==> src/rtl/fp_acc_to_fp16.sv <==
// Converts a signed fixed-point accumulator plus FP16-biased scale exponent into
// an IEEE-754 binary16 word: iterative normalisation, RNE rounding, Inf saturation, flush-to-zero.
module fp_acc_to_fp16 #(
  parameter int ACC_WIDTH = 32,
  parameter int ACC_FRAC  = 13
) (
  input  logic                 clk,
  input  logic                 rst,
  input  logic                 start,
  input  logic [ACC_WIDTH-1:0] acc_in,
  input  logic [4:0]           exp_in,
  input  logic                 NaR_in,
  output logic [15:0]          fp_out,
  output logic                 busy,
  output logic                 done,
  output logic [1:0]           state_dbg
);

  // Exponent of the accumulator MSB relative to exp_in, after FP16 bias: 31 - ACC_FRAC.
  localparam int E_OFF = ACC_WIDTH - 1 - ACC_FRAC;

  typedef enum logic [1:0] {
    IDLE  = 2'd0,
    NORM  = 2'd1,
    ROUND = 2'd2
  } state_t;

  state_t      state;
  logic        sign;
  logic [31:0] mag;
  logic [4:0]  exp_r;
  logic [4:0]  cnt;

  logic [31:0]       abs_in;
  logic [9:0]        frac;
  logic              guard_bit;
  logic              sticky_bit;
  logic              rnd_up;
  logic [10:0]       frac_sum;
  logic signed [6:0] e_pre;
  logic signed [6:0] e_fin;
  logic [15:0]       fp_round;

  // 0x80000000 negates to itself, which is the correct unsigned magnitude.
  assign abs_in = acc_in[31] ? (~acc_in + 32'd1) : acc_in;

  always_comb begin
    frac       = mag[30:21];
    guard_bit  = mag[20];
    sticky_bit = |mag[19:0];
    rnd_up     = guard_bit & (sticky_bit | frac[0]);
    frac_sum   = {1'b0, frac} + {10'b0, rnd_up};
    e_pre      = $signed(7'(E_OFF)) + $signed({2'b00, exp_r}) - $signed({2'b00, cnt});
    e_fin      = e_pre + $signed({6'b0, frac_sum[10]});
    fp_round   = {sign, 5'h00, frac_sum[9:0]};
    if (e_fin >= 7'sd31)
      fp_round = {sign, 5'h1F, 10'h000};
    else if (e_fin <= 7'sd0)
      fp_round = {sign, 15'h0000};
    else
      fp_round = {sign, e_fin[4:0], frac_sum[9:0]};
  end

  always_ff @(posedge clk) begin
    if (rst) begin
      state  <= IDLE;
      sign   <= 1'b0;
      mag    <= 32'd0;
      exp_r  <= 5'd0;
      cnt    <= 5'd0;
      fp_out <= 16'h0000;
      done   <= 1'b0;
    end else begin
      done <= 1'b0;
      case (state)
        IDLE: begin
          if (start) begin
            sign  <= acc_in[31];
            mag   <= abs_in;
            exp_r <= exp_in;
            cnt   <= 5'd0;
            if (NaR_in) begin
              fp_out <= 16'h7E00;
              done   <= 1'b1;
            end else if (abs_in == 32'd0) begin
              fp_out <= 16'h0000;
              done   <= 1'b1;
            end else begin
              state <= NORM;
            end
          end
        end
        NORM: begin
          if (mag[31]) begin
            state <= ROUND;
          end else begin
            mag <= mag << 1;
            cnt <= cnt + 5'd1;
          end
        end
        ROUND: begin
          fp_out <= fp_round;
          done   <= 1'b1;
          state  <= IDLE;
        end
        default: state <= IDLE;
      endcase
    end
  end

  assign busy      = (state != IDLE);
  assign state_dbg = state;

endmodule
==> config.mk <==
export PLATFORM = sky130hd
export DESIGN_NAME = fp_acc_to_fp16
export DESIGN_NICKNAME = d
export VERILOG_FILES = /design/src/rtl/fp_acc_to_fp16.sv
export SDC_FILE = /design/constraint.sdc
export NUM_CORES = 1
export LEC_CHECK = 0
export CELL_PAD_IN_SITES_DETAIL_PLACEMENT = 0
export CELL_PAD_IN_SITES_GLOBAL_PLACEMENT = 1
export CORE_ASPECT_RATIO = 1.2
export CORE_MARGIN = 10
export CORE_UTILIZATION = 41
export CTS_CLUSTER_DIAMETER = 200
export CTS_CLUSTER_SIZE = 28
export DETAILED_ROUTE_END_ITERATION = 7
export GPL_ROUTABILITY_DRIVEN = 0
export HOLD_SLACK_MARGIN = 0.03
export PLACE_DENSITY_LB_ADDON = 0.15
export SLEW_MARGIN = 40
export SYNTH_ARGS = -nofsm -noshare
export SYNTH_HDL_FRONTEND = slang
export SYNTH_SLANG_ARGS = --single-unit
==> constraint.sdc <==
create_clock -name clk -period 5.2 [get_ports clk]
set_input_delay 1.04 -clock clk [delete_from_list [all_inputs] [get_ports clk]]
set_output_delay 1.04 -clock clk [all_outputs]
set_load 0.1 [all_outputs]
=== Word-level counts from Yosys, hierarchy flattened ===
Index checks and enable logic that the tools add are counted.
Widths: inputs -> output; s select.

* Flip-flop bits (word level): 62
* Bits in latches: 0
* Bits in writable memories: 0
* Memory bits (read-only): 0
* Bits of input ports: 41
* Output and inout port bits: 20
* Word-level logic and storage cells: 60
* Memories: 0

* Add/subtract/negate cells: 6
* Multipliers: 0
* Div/mod/pow operators: 0
* Order comparisons: 2
* Eq/ne operators: 8
* Shift-type cells: 0
* Mux-type cells: 22
* Bitwise gates (word level): 3
* Reduce and logical (&&, ||, !) cells: 11

{| class="wikitable"
|+ Operator list
! cell !! number
|-
| $mux 32 || 3
|-
| $pmux 32 s2 || 1
|-
| $mux 16 || 3
|-
| $add 32x1->32 const B || 1
|-
| $logic_not 32->1 || 1
|-
| $not 32->32 || 1
|-
| $pmux 16 s2 || 1
|-
| $mux 15 || 2
|-
| $reduce_or 20->1 || 1
|-
| $add 10x1->11 || 1
|-
| $mux 5 || 2
|-
| $ne 2x2->1 const B || 5
|-
| $pmux 5 s2 || 1
|-
| $mux 2 || 4
|-
| $add 7x2->7 || 1
|-
| $ge 7x6->1 const B || 1
|-
| $le 7x1->1 const B || 1
|-
| $sub 6x5->7 || 1
|-
| $add 5x5->6 const A || 1
|-
| $reduce_and 3->1 || 2
|-
| $reduce_bool 2->1 || 3
|-
| $add 5x1->5 const B || 1
|-
| $pmux 2 s2 || 1
|-
| $reduce_and 2->1 || 2
|-
| other kinds (9) || 11
|}

=== Depth between registers and ports, before layout ===
Gate-level depths: netlist of run 1.

* Depth in word-level cells: 9
* Gate-level depth with buffers: 20
* Gate-level depth less buffers: 20

=== Worst setup path before layout of run 1 ===
OpenSTA, ideal clock, no wires.

* Path type: reg-to-reg
* From: reg mag[21]
* To: reg fp_out[1]
* Library setup time: 0.062 ns
* Arrival time: 3.617 ns
* Required time: 5.138 ns
* Path slack: 1.521 ns
* Cell stages (with the launch flop): 21
* Path buffers: 1
* Period minus slack after synthesis: 3.679 ns
* Path through: dfxtp_1 and2_1 ha_1 nand3_1 nor2_1 and3_1 nand3_1 ha_1 inv_1 ha_1 inv_1 fa_1 nor2b_1 o21ai_0 nand2b_1 and2_1 o21ai_0 a2111oi_0 and2_1 buf_1 a22o_1

* Longest elaborated chain between the ends: 8
* Elaborated cells on any way between the ends: 9
* Those cells by class: 2 x add/sub; 2 x order compare; 3 x mux; 2 x bitwise

{| class="wikitable"
|+ Ends and longest elaborated chain
! what !! RTL line !! RTL
|-
| from (decl) || 30 || <nowiki>logic [31:0] mag;</nowiki>
|-
| from (signal assigned) || 79 || <nowiki>mag <= abs_in;</nowiki>
|-
| from (signal assigned) || 97 || <nowiki>mag <= mag << 1;</nowiki>
|-
| $or 1x1->1 || 51 || <nowiki>rnd_up = guard_bit & (sticky_bit | frac[0]);</nowiki>
|-
| $and 1x1->1 || 51 ||
|-
| $add 10x1->11 * || 52 || <nowiki>frac_sum = {1'b0, frac} + {10'b0, rnd_up};</nowiki>
|-
| $add 7x2->7 || 54 || <nowiki>e_fin = e_pre + $signed({6'b0, frac_sum[10]});</nowiki>
|-
| $le 7x1->1 || 58 || <nowiki>else if (e_fin <= 7'sd0)</nowiki>
|-
| $mux 15 || 58 ||
|-
| $mux 15 * || 56 || <nowiki>if (e_fin >= 7'sd31)</nowiki>
|-
| $pmux 16 s2 * || 75 || <nowiki>case (state)</nowiki>
|-
| to (signal assigned) || 102 || <nowiki>fp_out <= fp_round;</nowiki>
|-
| to (decl) || 13 || <nowiki>output logic [15:0] fp_out,</nowiki>
|}

Every way passes the cells marked *; elsewhere a longest branch is shown, timed or not.
A chain may end at the register's enable or synchronous reset.

=== Worst setup path after layout of run 1 ===
* From: reg mag[20]
* To: reg fp_out[1]

* Longest elaborated chain between the ends: 7
* Elaborated cells on any way between the ends: 8
* Those cells by class: 2 x add/sub; 2 x order compare; 3 x mux; 1 x bitwise

{| class="wikitable"
|+ Ends and longest elaborated chain
! what !! RTL line
|-
| $and 1x1->1 * || 51
|-
| $add 10x1->11 * || 52
|-
| $add 7x2->7 || 54
|-
| $le 7x1->1 || 58
|-
| $mux 15 || 58
|-
| $mux 15 * || 56
|-
| $pmux 16 s2 * || 75
|}

Marks and branches as above.

==> results of run 1 <==
[sequential cells by signal, indices dropped and copies added (netlist names)]
signal,count
cnt,5
done,1
exp_r,5
fp_out,16
mag,32
sign,1
state_dbg,2
[how the worst max path moves through the flow]
stage                                   to  slack, ns
floorplan           fp_out[1]$_SDFFE_PP0P_       1.52
global placement    fp_out[0]$_SDFFE_PP0P_       0.52
detailed placement  fp_out[4]$_SDFFE_PP0P_       0.45
CTS                 fp_out[1]$_SDFFE_PP0P_       0.76
global route        fp_out[1]$_SDFFE_PP0P_       0.39
finish              fp_out[1]$_SDFFE_PP0P_       0.82
[synthesized netlist by cell type, types with 4 or more instances]
cell	n
dfxtp_1	62
nor2_1	59
nand2_1	46
a21oi_1	38
o21ai_0	34
xnor2_1	32
clkbuf_1	25
inv_1	20
nor4_1	15
nor3_1	14
ha_1	13
a22oi_1	12
xor2_1	12
a22o_1	10
a31oi_1	9
nand2b_1	9
nand3_1	9
nand4_1	7
a21o_1	6
a211oi_1	5
a221oi_1	5
o211a_1	5
o31ai_1	5
or4_1	5
a2111oi_0	4
and3_1	4
buf_2	4
nor2b_1	4
nor4_2	4
or2_2	4
or3_1	4
[stage by stage]
| stage | area (µm²) | instances | setup slack [ns] |
|---|---|---|---|
| final | 5200 | 726 | 0.819 |
| after global routing | 5200 | 726 | 0.392 |
| after CTS | 5200 | 726 | 0.764 |
| after detailed placement | 4900 | 710 | 0.450 |
| after global placement | 5000 | 710 | 0.522 |
| after floorplan | 4350 | 550 | 1.52 |
[power by group through the flow]
stage / combinational (mW) / sequential (mW) / clock, mW
after floorplan: 0.200 / 0.580 / 0
after global routing: 0.374 / 0.546 / 0.608
after detailed placement: 0.339 / 0.550 / 0
after global placement: 0.343 / 0.549 / 0
final: 0.341 / 0.541 / 0.581
after CTS: 0.341 / 0.540 / 0.588
[worst max-delay path: stages, from the launching register on]
cell       delay [ns]
dfxtp_1          0.39
and2_1           0.18
ha_1             0.18
nand3_1          0.12
nor2_1           0.20
and3_1           0.23
nand3_1          0.12
ha_1             0.29
inv_1            0.06
ha_1             0.15
inv_1            0.06
fa_1             0.41
nor2b_1          0.12
o21ai_0          0.07
nand2b_1         0.11
and2_1           0.20
o21ai_0          0.16
a2111oi_0        0.68
and2_1           0.41
a22o_1           0.19
[metal layers]
metal  wire length (µm)  part of all wire, %
met5                  0                    0
met2               5960                   46
met4                321                  2.5
met1               6040                   47
met3                553                  4.3
[area by class of cell]
class,instances,area share (%)
flip-flops and latches,62,23.9
well taps,129,3.11
repair buffers,67,10.6
clock inverters,6,1.20
multi-input cells,432,55.3
inverters,20,1.44
clock buffers,10,4.41
[cell families (layout without fill, tap and decap cells)]
group | count (synthesis) | in the layout | synth area share (%)
and+or+nand+nor | 211 | 211 | 26.9
buffers and inverters | 56 | 103 | 5.49
adders and majority gates | 14 | 14 | 4.20
AOI/OAI and AO/OA | 158 | 158 | 24.8
xor gates and xnor gates | 44 | 44 | 8.86
muxes | 5 | 5 | 1.24
DFF | 62 | 62 | 28.5
==> qor.yml, run 1 <==
n_antenna_cell: 0
syn_area_mm2: 0.00435
worstMarginPinSlew_ns: 0.796
crit_fanout: 9
cts_resized: 0
dp.final_hpwl_um: 9620
synth_edf_count: 0
htree_levels: 3
io_pins: 61
clockRootBuffer: "clkbuf_16"
switching_share_pct: 31.3
hold_path_depth: 1
internal_power_mw: 1.01
clock_power_share_pct: 39.7
start_util_pct: 41.6
ys_seq_area_share_pct: 28.5
grt_use_met2_pct: 26.6
grt_pass1_vias: 4108
r2r-end: "fp_out[1]$_SDFFE_PP0P_"
vdd_drop_max_v: 0.000164
fp.dieW_um: 114
numClockSinks: 62
min_period_ns: 4.38
reg2regPathDepth: 19
drv_cap: 0
synth_warnings: 0
wl_per_cell_um: 17.7
antenna_found_initial: 0
wl_um: 12900
pwr-share-comb_pct: 23.3
globalRouteMet3Util_pct: 2.80
skew_ns: 0.00522
drive_above_1_share_pct: 11.9
core_mm2: 0.0105
dieArea_mm2: 0.0152
ctsHoldBuffers: 0
synth_cell_type_count: 69
grt_pass1_wl_um: 20800
n_fill_cell: 1071
power_density_mw_per_mm2: 281
critPathCaptureType: "flip-flop"
rows: 41
syn-instance-count: 550
overflow: 0
worstPathArrival_ns: 4.66
grt_max_degree: 46
max_freq_mhz: 228
final_common_cell: "dfxtp_1"
slew_headroom_pct: 45.6
drt_iter0_drc: 355
min_to: "fp_out[10]$_SDFFE_PP0P_"
ys_ff_latch: 62
crit_required_ns: 5.48
cts_tree: "done"
setup_viol: 0
grt_usage_pct: 16.5
tns_ns: 0
busiest_layer: "met2"
cts_inserted_buffers: 9
fin_hold_ws_ns: 0.455
seq_area_mm2: 0.00124
syn_area_per_cell_um2: 7.91
drtAntennaViolNets: 0
status: "finished clean"
path_class: "reg2reg"
seq_power_share_pct: 37.0
cts_setup_buffers: 0
layout.nets: 647
fin_crit_sh_pct: 84.3
viasPerCell: 5.78
multiInputGateArea_mm2: 0.00287
r2r_slack_ns: 0.82
power.total_mw: 1.46
p_leak_nw: 2.00
worstHoldStart: "fp_out[10]$_SDFFE_PP0P_"
hp-class: "reg2reg"
die_h_um: 133
drc: 0
area_growth_pct: 19.4
path_clk_slew_ns: 0.05
netlist.top_cell.by_area: "dfxtp_1"
io_buffers: 60
rsz0062_at_grt: "no"
postSynth.asyncResetShare_pct: 0
final_max_slew_viol_count: 0
finalHoldViolCount: 0
start_kind: "flip-flop"
grt_use_met1_pct: 21.1
cts.path.max_buffers: 2
drt_first_pass_iters: 5
synthTopCellsByArea: "dfxtp_1 (29%), xnor2_1 (6.4%), nor2_1 (5.1%), a21oi_1 (4.4%), nand2_1 (4.0%)"
dr_total_vias: 4196
syn-num-nets: 605
synthFlopType: "dfxtp_1"
rr_startpoint: "mag[20]$_SDFFE_PP0P_"
layout_common_cells: "dfxtp_1 (62), nor2_1 (58), nand2_1 (46)"
utilization_pct: 49.7
startpoint: "mag[20]$_SDFFE_PP0P_"
p_switching_uw: 458
clk_latency_ns: 0.34
synth_top_area_share_pct: 28.5
No activity file was read; power rests on OpenSTA's default activity.
==> run 2: changes to the inputs <==
==> constraint.sdc (replaced) <==
create_clock -name clk -period 4.05 [get_ports clk]
set_input_delay 0.81 -clock clk [delete_from_list [all_inputs] [get_ports clk]]
set_output_delay 0.81 -clock clk [all_outputs]
set_load 0.1 [all_outputs]
==> run 2 against run 1 <==
  * Flip-flop and latch count stayed put
  * Cell count rose by 6.2%
  * Combinational power grew 39%
  * First-iteration DRC count fell by 40%
  * Core utilization is 3.8 points higher
  * Total power is 35% higher
  * Clock power up 39%
  * Global-route usage up 1.2 points
  * Clock-buffer cell count is 4 higher
  * Critical path type is now in2reg
  * Critical endpoint is now fp_out[5]$_SDFFE_PP0P_
  * Largest cell class unchanged
  * Highest routed layer unchanged
==> qor.yml, run 2 (same netlist as run 1, synthesis figures left out) <==
max_freq_mhz: 266
seq_power_share_pct: 35.1  # was 37.0%
grt_max_degree: 45  # was 46
worstMarginPinSlew_ns: 0.620  # was 0.796 ns
top_regs: "mag (32), fp_out (16)"  # unchanged
clockRootBuffer: "clkbuf_16"  # unchanged
fp.dieW_um: 114  # unchanged
drc: 0  # unchanged
io_buffers: 60  # unchanged
skew_ns: 0.00611  # was 0.00522 ns
cp_top_family: "simple AND/OR/NAND/NOR gates"  # unchanged
cts_tree: "done"  # unchanged
path_class: "in2reg"  # was reg2reg
drive_above_1_share_pct: 19.2  # was 11.9%
pwr-share-comb_pct: 24.1  # was 23.3%
setup_viol: 0  # unchanged
numClockSinks: 62  # unchanged
switching_share_pct: 29.8  # was 31.3%
min_period_ns: 3.76
slew_headroom_pct: 58.7  # was 45.6%
p_leak_nw: 2.24  # was 2.00 nW
vdd_drop_max_v: 0.000205  # was 0.000164 V
overflow: 0  # unchanged
clock_power_share_pct: 40.8  # was 39.7%
n_antenna_cell: 0  # unchanged
area_growth_pct: 28.5  # was 19.4%
cts_setup_buffers: 0  # unchanged
drtAntennaViolNets: 0  # unchanged
clk_latency_ns: 0.33  # was 0.34 ns
drt_first_pass_iters: 5  # unchanged
p_switching_uw: 588  # was 458 µW
fin_ws_ns: 0.288  # was 0.819 ns
layout.nets: 692  # was 647
status: "finished clean"  # unchanged
power_density_mw_per_mm2: 353  # was 281 mW/mm²
io_pins: 61  # unchanged
start_kind: "primary input"  # was flip-flop
final_common_cell: "dfxtp_1"  # unchanged
worst-path-buf-inv: 2  # unchanged
slowest_delay_ns: 0.54  # was 0.68 ns
grt_pass1_wl_um: 22200  # was 20800 µm
viasPerCell: 5.69  # was 5.78
cts_inserted_buffers: 9  # unchanged
crit_chain: "clkdlybuf4s50_1, nor4b_1, nand4_1, buf_4, o41ai_2, xor2_1, o311ai_1, nor4_4, nand2_2, a21bo_2, a22o_1"  # was and2_1, ha_1, nand3_1, nor2_1, and3_1, nand3_1, ha_1, inv_1, ha_1, inv_1, fa_1, nor2b_1, o21ai_0, nand2b_1, and2_1, o21ai_0, a2111oi_0, and2_1, a22o_1
crit_required_ns: 4.26  # was 5.48 ns
grt_pass1_vias: 4310  # was 4108
critPathCaptureType: "flip-flop"  # unchanged
path_clk_slew_ns: 0.05  # about the same
drt_iter0_drc: 212  # was 355
worstPathArrival_ns: 3.98  # was 4.66 ns
rsz0062_at_grt: "no"  # unchanged
drv_cap: 0  # unchanged
rows: 41  # unchanged
largest_register: "mag"  # unchanged
fin_crit_sh_pct: 92.9
finalHoldViolCount: 0  # unchanged
grt_usage_pct: 17.7  # was 16.5%
die_h_um: 133  # unchanged
tns_ns: 0  # unchanged
dieArea_mm2: 0.0152  # unchanged
start_util_pct: 41.6  # unchanged
wl_um: 13400  # was 12900 µm
cts.path.max_buffers: 2  # unchanged
dp.final_hpwl_um: 10400  # was 9620 µm
hp-class: "reg2reg"  # unchanged
dr_total_vias: 4387  # was 4196
final_max_slew_viol_count: 0  # unchanged
pre_cts_ws_ns: -0.0226  # was 0.450 ns
core_mm2: 0.0105  # unchanged
htree_levels: 3  # unchanged
internal_power_mw: 1.39  # was 1.01 mW
largest_register_ffs: 32  # unchanged
antenna_found_initial: 0  # unchanged
wl_per_cell_um: 17.4  # was 17.7 µm
cpMaxStageDelayCell: "clkdlybuf4s50_1"  # was a2111oi_0
layout_common_cells: "dfxtp_1 (62), nor2_1 (57), buf_4 (51)"  # was dfxtp_1 (62), nor2_1 (58), nand2_1 (46)
utilization_pct: 53.4  # was 49.7%
crit_fanout: 14  # was 9
ctsHoldBuffers: 0  # unchanged
==> run 2: cell types whose count changed in the layout (fill, tap and decap cells not counted), sizes merged <==
cell,change
and2,+1
buf,+44
clkbuf,+4
clkinv,-2
clkinvlp,-2
==> run 2: worst paths after layout <==
kind                                         startpoint                       to  slack, ns  cells past startpoint
worst min register to register  fp_out[10]$_SDFFE_PP0P_  fp_out[10]$_SDFFE_PP0P_       0.45                      1
worst max-delay path                          acc_in[2]   fp_out[5]$_SDFFE_PP0P_       0.29                     11
worst min-delay path            fp_out[10]$_SDFFE_PP0P_  fp_out[10]$_SDFFE_PP0P_       0.45                      1
worst max register to register     mag[21]$_SDFFE_PP0P_   fp_out[2]$_SDFFE_PP0P_       0.37                     19
==> run 2: final cells by class <==
| type | instances | area (µm²) |
|---|---|---|
| clock buffers | 14 | 284 |
| well taps | 129 | 161 |
| repair buffers | 111 | 883 |
| fillers | 1040 | 4870 |
| flip-flops and latches | 62 | 1240 |
| clock inverters | 2 | 37.5 |
| multi-input cells | 433 | 2910 |
| inverters | 20 | 75.1 |
==> run 2: power groups by stage <==
stage / combinational (mW) / sequential (mW) / clock (mW)
2_1_floorplan: 0.256 / 0.745 / 0
3_3_place_gp: 0.471 / 0.705 / 0
3_5_place_dp: 0.469 / 0.704 / 0
4_1_cts: 0.471 / 0.692 / 0.814
5_1_grt: 0.520 / 0.699 / 0.849
6_report: 0.475 / 0.693 / 0.806
==> run 2: through the flow <==
step	hold slack [ns]	instance area [µm²]	cells	power [mW]
after global placement	0.437	5340	754	1.18
after floorplan	0.436	4350	550	1.00
after detailed placement	0.443	5240	754	1.17
after global routing	0.470	5590	771	2.07
final	0.450	5590	771	1.97
after CTS	0.454	5560	770	1.98
==> run 2: repair_timing <==
action | in CTS | in global routing
setup endpoints to repair | 0 | 11
hold endpoints to repair | 0 | 0
resized for setup | 0 | 11
==> run 2: layer usage <==
layer	vias to the layer above	share of wire (%)	track usage (%)
li1	2195	-	-
met3	20	4.6	3.71
met5	-	0	0
met2	102	49	29.0
met1	2070	45	22.0
met4	0	2.0	6.62
==> variant, RTL diff (flow settings as in run 1) <==
Make the reset (`rst`) asynchronous in one clocked block.
--- a/src/rtl/fp_acc_to_fp16.sv
+++ b/src/rtl/fp_acc_to_fp16.sv
@@ -63,3 +63,3 @@
 
-  always_ff @(posedge clk) begin
+  always_ff @(posedge clk or posedge rst) begin
     if (rst) begin
Function: differs if rst is asserted again (counterexample within 4 cycles, from zero or initial values and one cycle with rst high); with rst held inactive, the same outputs for 10 cycles.
==> variant against run 1 <==
Sequential cell count did not move; non-clock buffer count fell by 2; die area barely moved; global-route usage shrank 0.62 points; critical path depth is 7 lower; synthesized area rose by 0.11%; worst setup slack improved by 0.058 ns; final area increased by 0.46%; routed wire length decreased by 7.8%; synthesized cell count fell by 10%.
Power is not compared: it rests on default switching activity, and its combinational part moved more than twofold at a synthesized area within 25%.
==> variant: results (changes against run 1) <==
place_inst: 656  # was 710
grt_use_total_pct: 15.9  # was 16.5%
vias: 3887  # was 4196
worst_ep_arrival_time_ns: 4.54  # was 4.66 ns
wl_um: 11900  # was 12900 um
synth_common_cells: "dfrtp_1 (62), nand2_1 (42), o21ai_0 (38)"  # was dfxtp_1 (62), nor2_1 (59), nand2_1 (46)
yosys-top-cells-area: "dfrtp_1 (36%), a22oi_1 (5.0%), xor2_1 (4.6%)"  # was dfxtp_1 (29%), xnor2_1 (6.4%), nor2_1 (5.1%)
nFillCells: 1045  # was 1071
ys_types: 72  # was 69
slowest_delay_ns: 0.48  # was 0.68 ns
r2r-start: "mag[21]"  # was mag[20]
syn-num-nets: 548  # was 605
endpoint: "fp_out[5]"  # was fp_out[1]
grt_pass1_wl_um: 19900  # was 20800 um
cts_buffers: 9  # unchanged
outcome: "completed"  # unchanged
worstReg2RegEnd: "fp_out[1]"  # unchanged
syn_inst: 493  # was 550
wl_per_cell_um: 17.7  # about the same
drive_above_1_share_pct: 11.6  # was 11.9%
power_leakage_nw: 2.20
fin_worst_skew_ns: 0.00584  # was 0.00522 ns
first_global_vias: 4041  # was 4108
tightest_slew_ns: 0.689  # was 0.796 ns
dp_hpwl_um: 9030  # was 9620 um
drt_iter0_markers: 163  # was 355
critPathMaxFanout: 14  # was 9
ys_seq_area_share_pct: 35.6  # was 28.5%
fin_nets: 593  # was 647
dr.pass1.iters: 4  # was 5
synthArstFlopShare_pct: 100  # was 0%
grt_max_degree: 63  # was 46
cp_slowest_cell: "clkdlybuf4s50_1"  # was a2111oi_0
rrSetupSlack_ns: 1.03  # was 0.82 ns
## variant: cell types whose count changed in the layout (fill, tap and decap cells not counted), sizes merged, moves of 7 or more
| cell | before | now |
|---|---|---|
| dfrtp | 0 | 62 |
| xor2 | 12 | 23 |
| dfxtp | 62 | 0 |
| nor2 | 59 | 34 |
| nand3 | 9 | 16 |
| nand2b | 9 | 2 |
| a22oi | 12 | 29 |
| xnor2 | 32 | 20 |
| a21oi | 38 | 16 |
## variant: metrics by stage
step	setup WS (ns)	cell area, um^2	hold WS [ns]
floorplan	1.55	4360	0.450
global placement	0.606	5020	0.460
detailed placement	0.529	4930	0.475
CTS	0.863	5220	0.487
global route	0.609	5220	0.508
finish	0.877	5220	0.480
## variant: logic make-up (layout without fill, tap and decap cells)
kind of cell,count (synthesis),count (layout),share of synthesized area [%]
simple gates,175,175,22.6
compound gates,140,140,22.3
xor+xnor,43,43,8.64
buf+inv,53,103,5.08
mux,6,6,1.52
flops,62,62,35.6
fa+ha+maj,14,14,4.19
## variant: worst min-delay path by stage
stage,from,end,slack [ns]
floorplan,sign,sign,0.45
global route,fp_out[0],fp_out[0],0.51
finish,fp_out[11],fp_out[11],0.48
CTS,fp_out[11],fp_out[11],0.49
detailed placement,fp_out[11],fp_out[11],0.48
global placement,fp_out[12],fp_out[12],0.46
## variant: layout make-up
class	instances	area (um^2)	share of cell area (%)
clock buffers	12	267	5.11
inverters	22	82.6	1.58
flip-flops and latches	62	1550	29.7
repair buffers	65	542	10.4
multi-input cells	378	2600	49.7
clock inverters	4	20.0	0.384
well taps	129	161	3.09
## variant: per-layer routing
metal  track usage [%]  share of wire (%)  up-vias
met5                 0                  0        -
met4              7.53                3.2        0
met3              3.35                4.5       22
met2              25.8                 47      108
met1              19.5                 45     1829
li1                  -                  -     1928
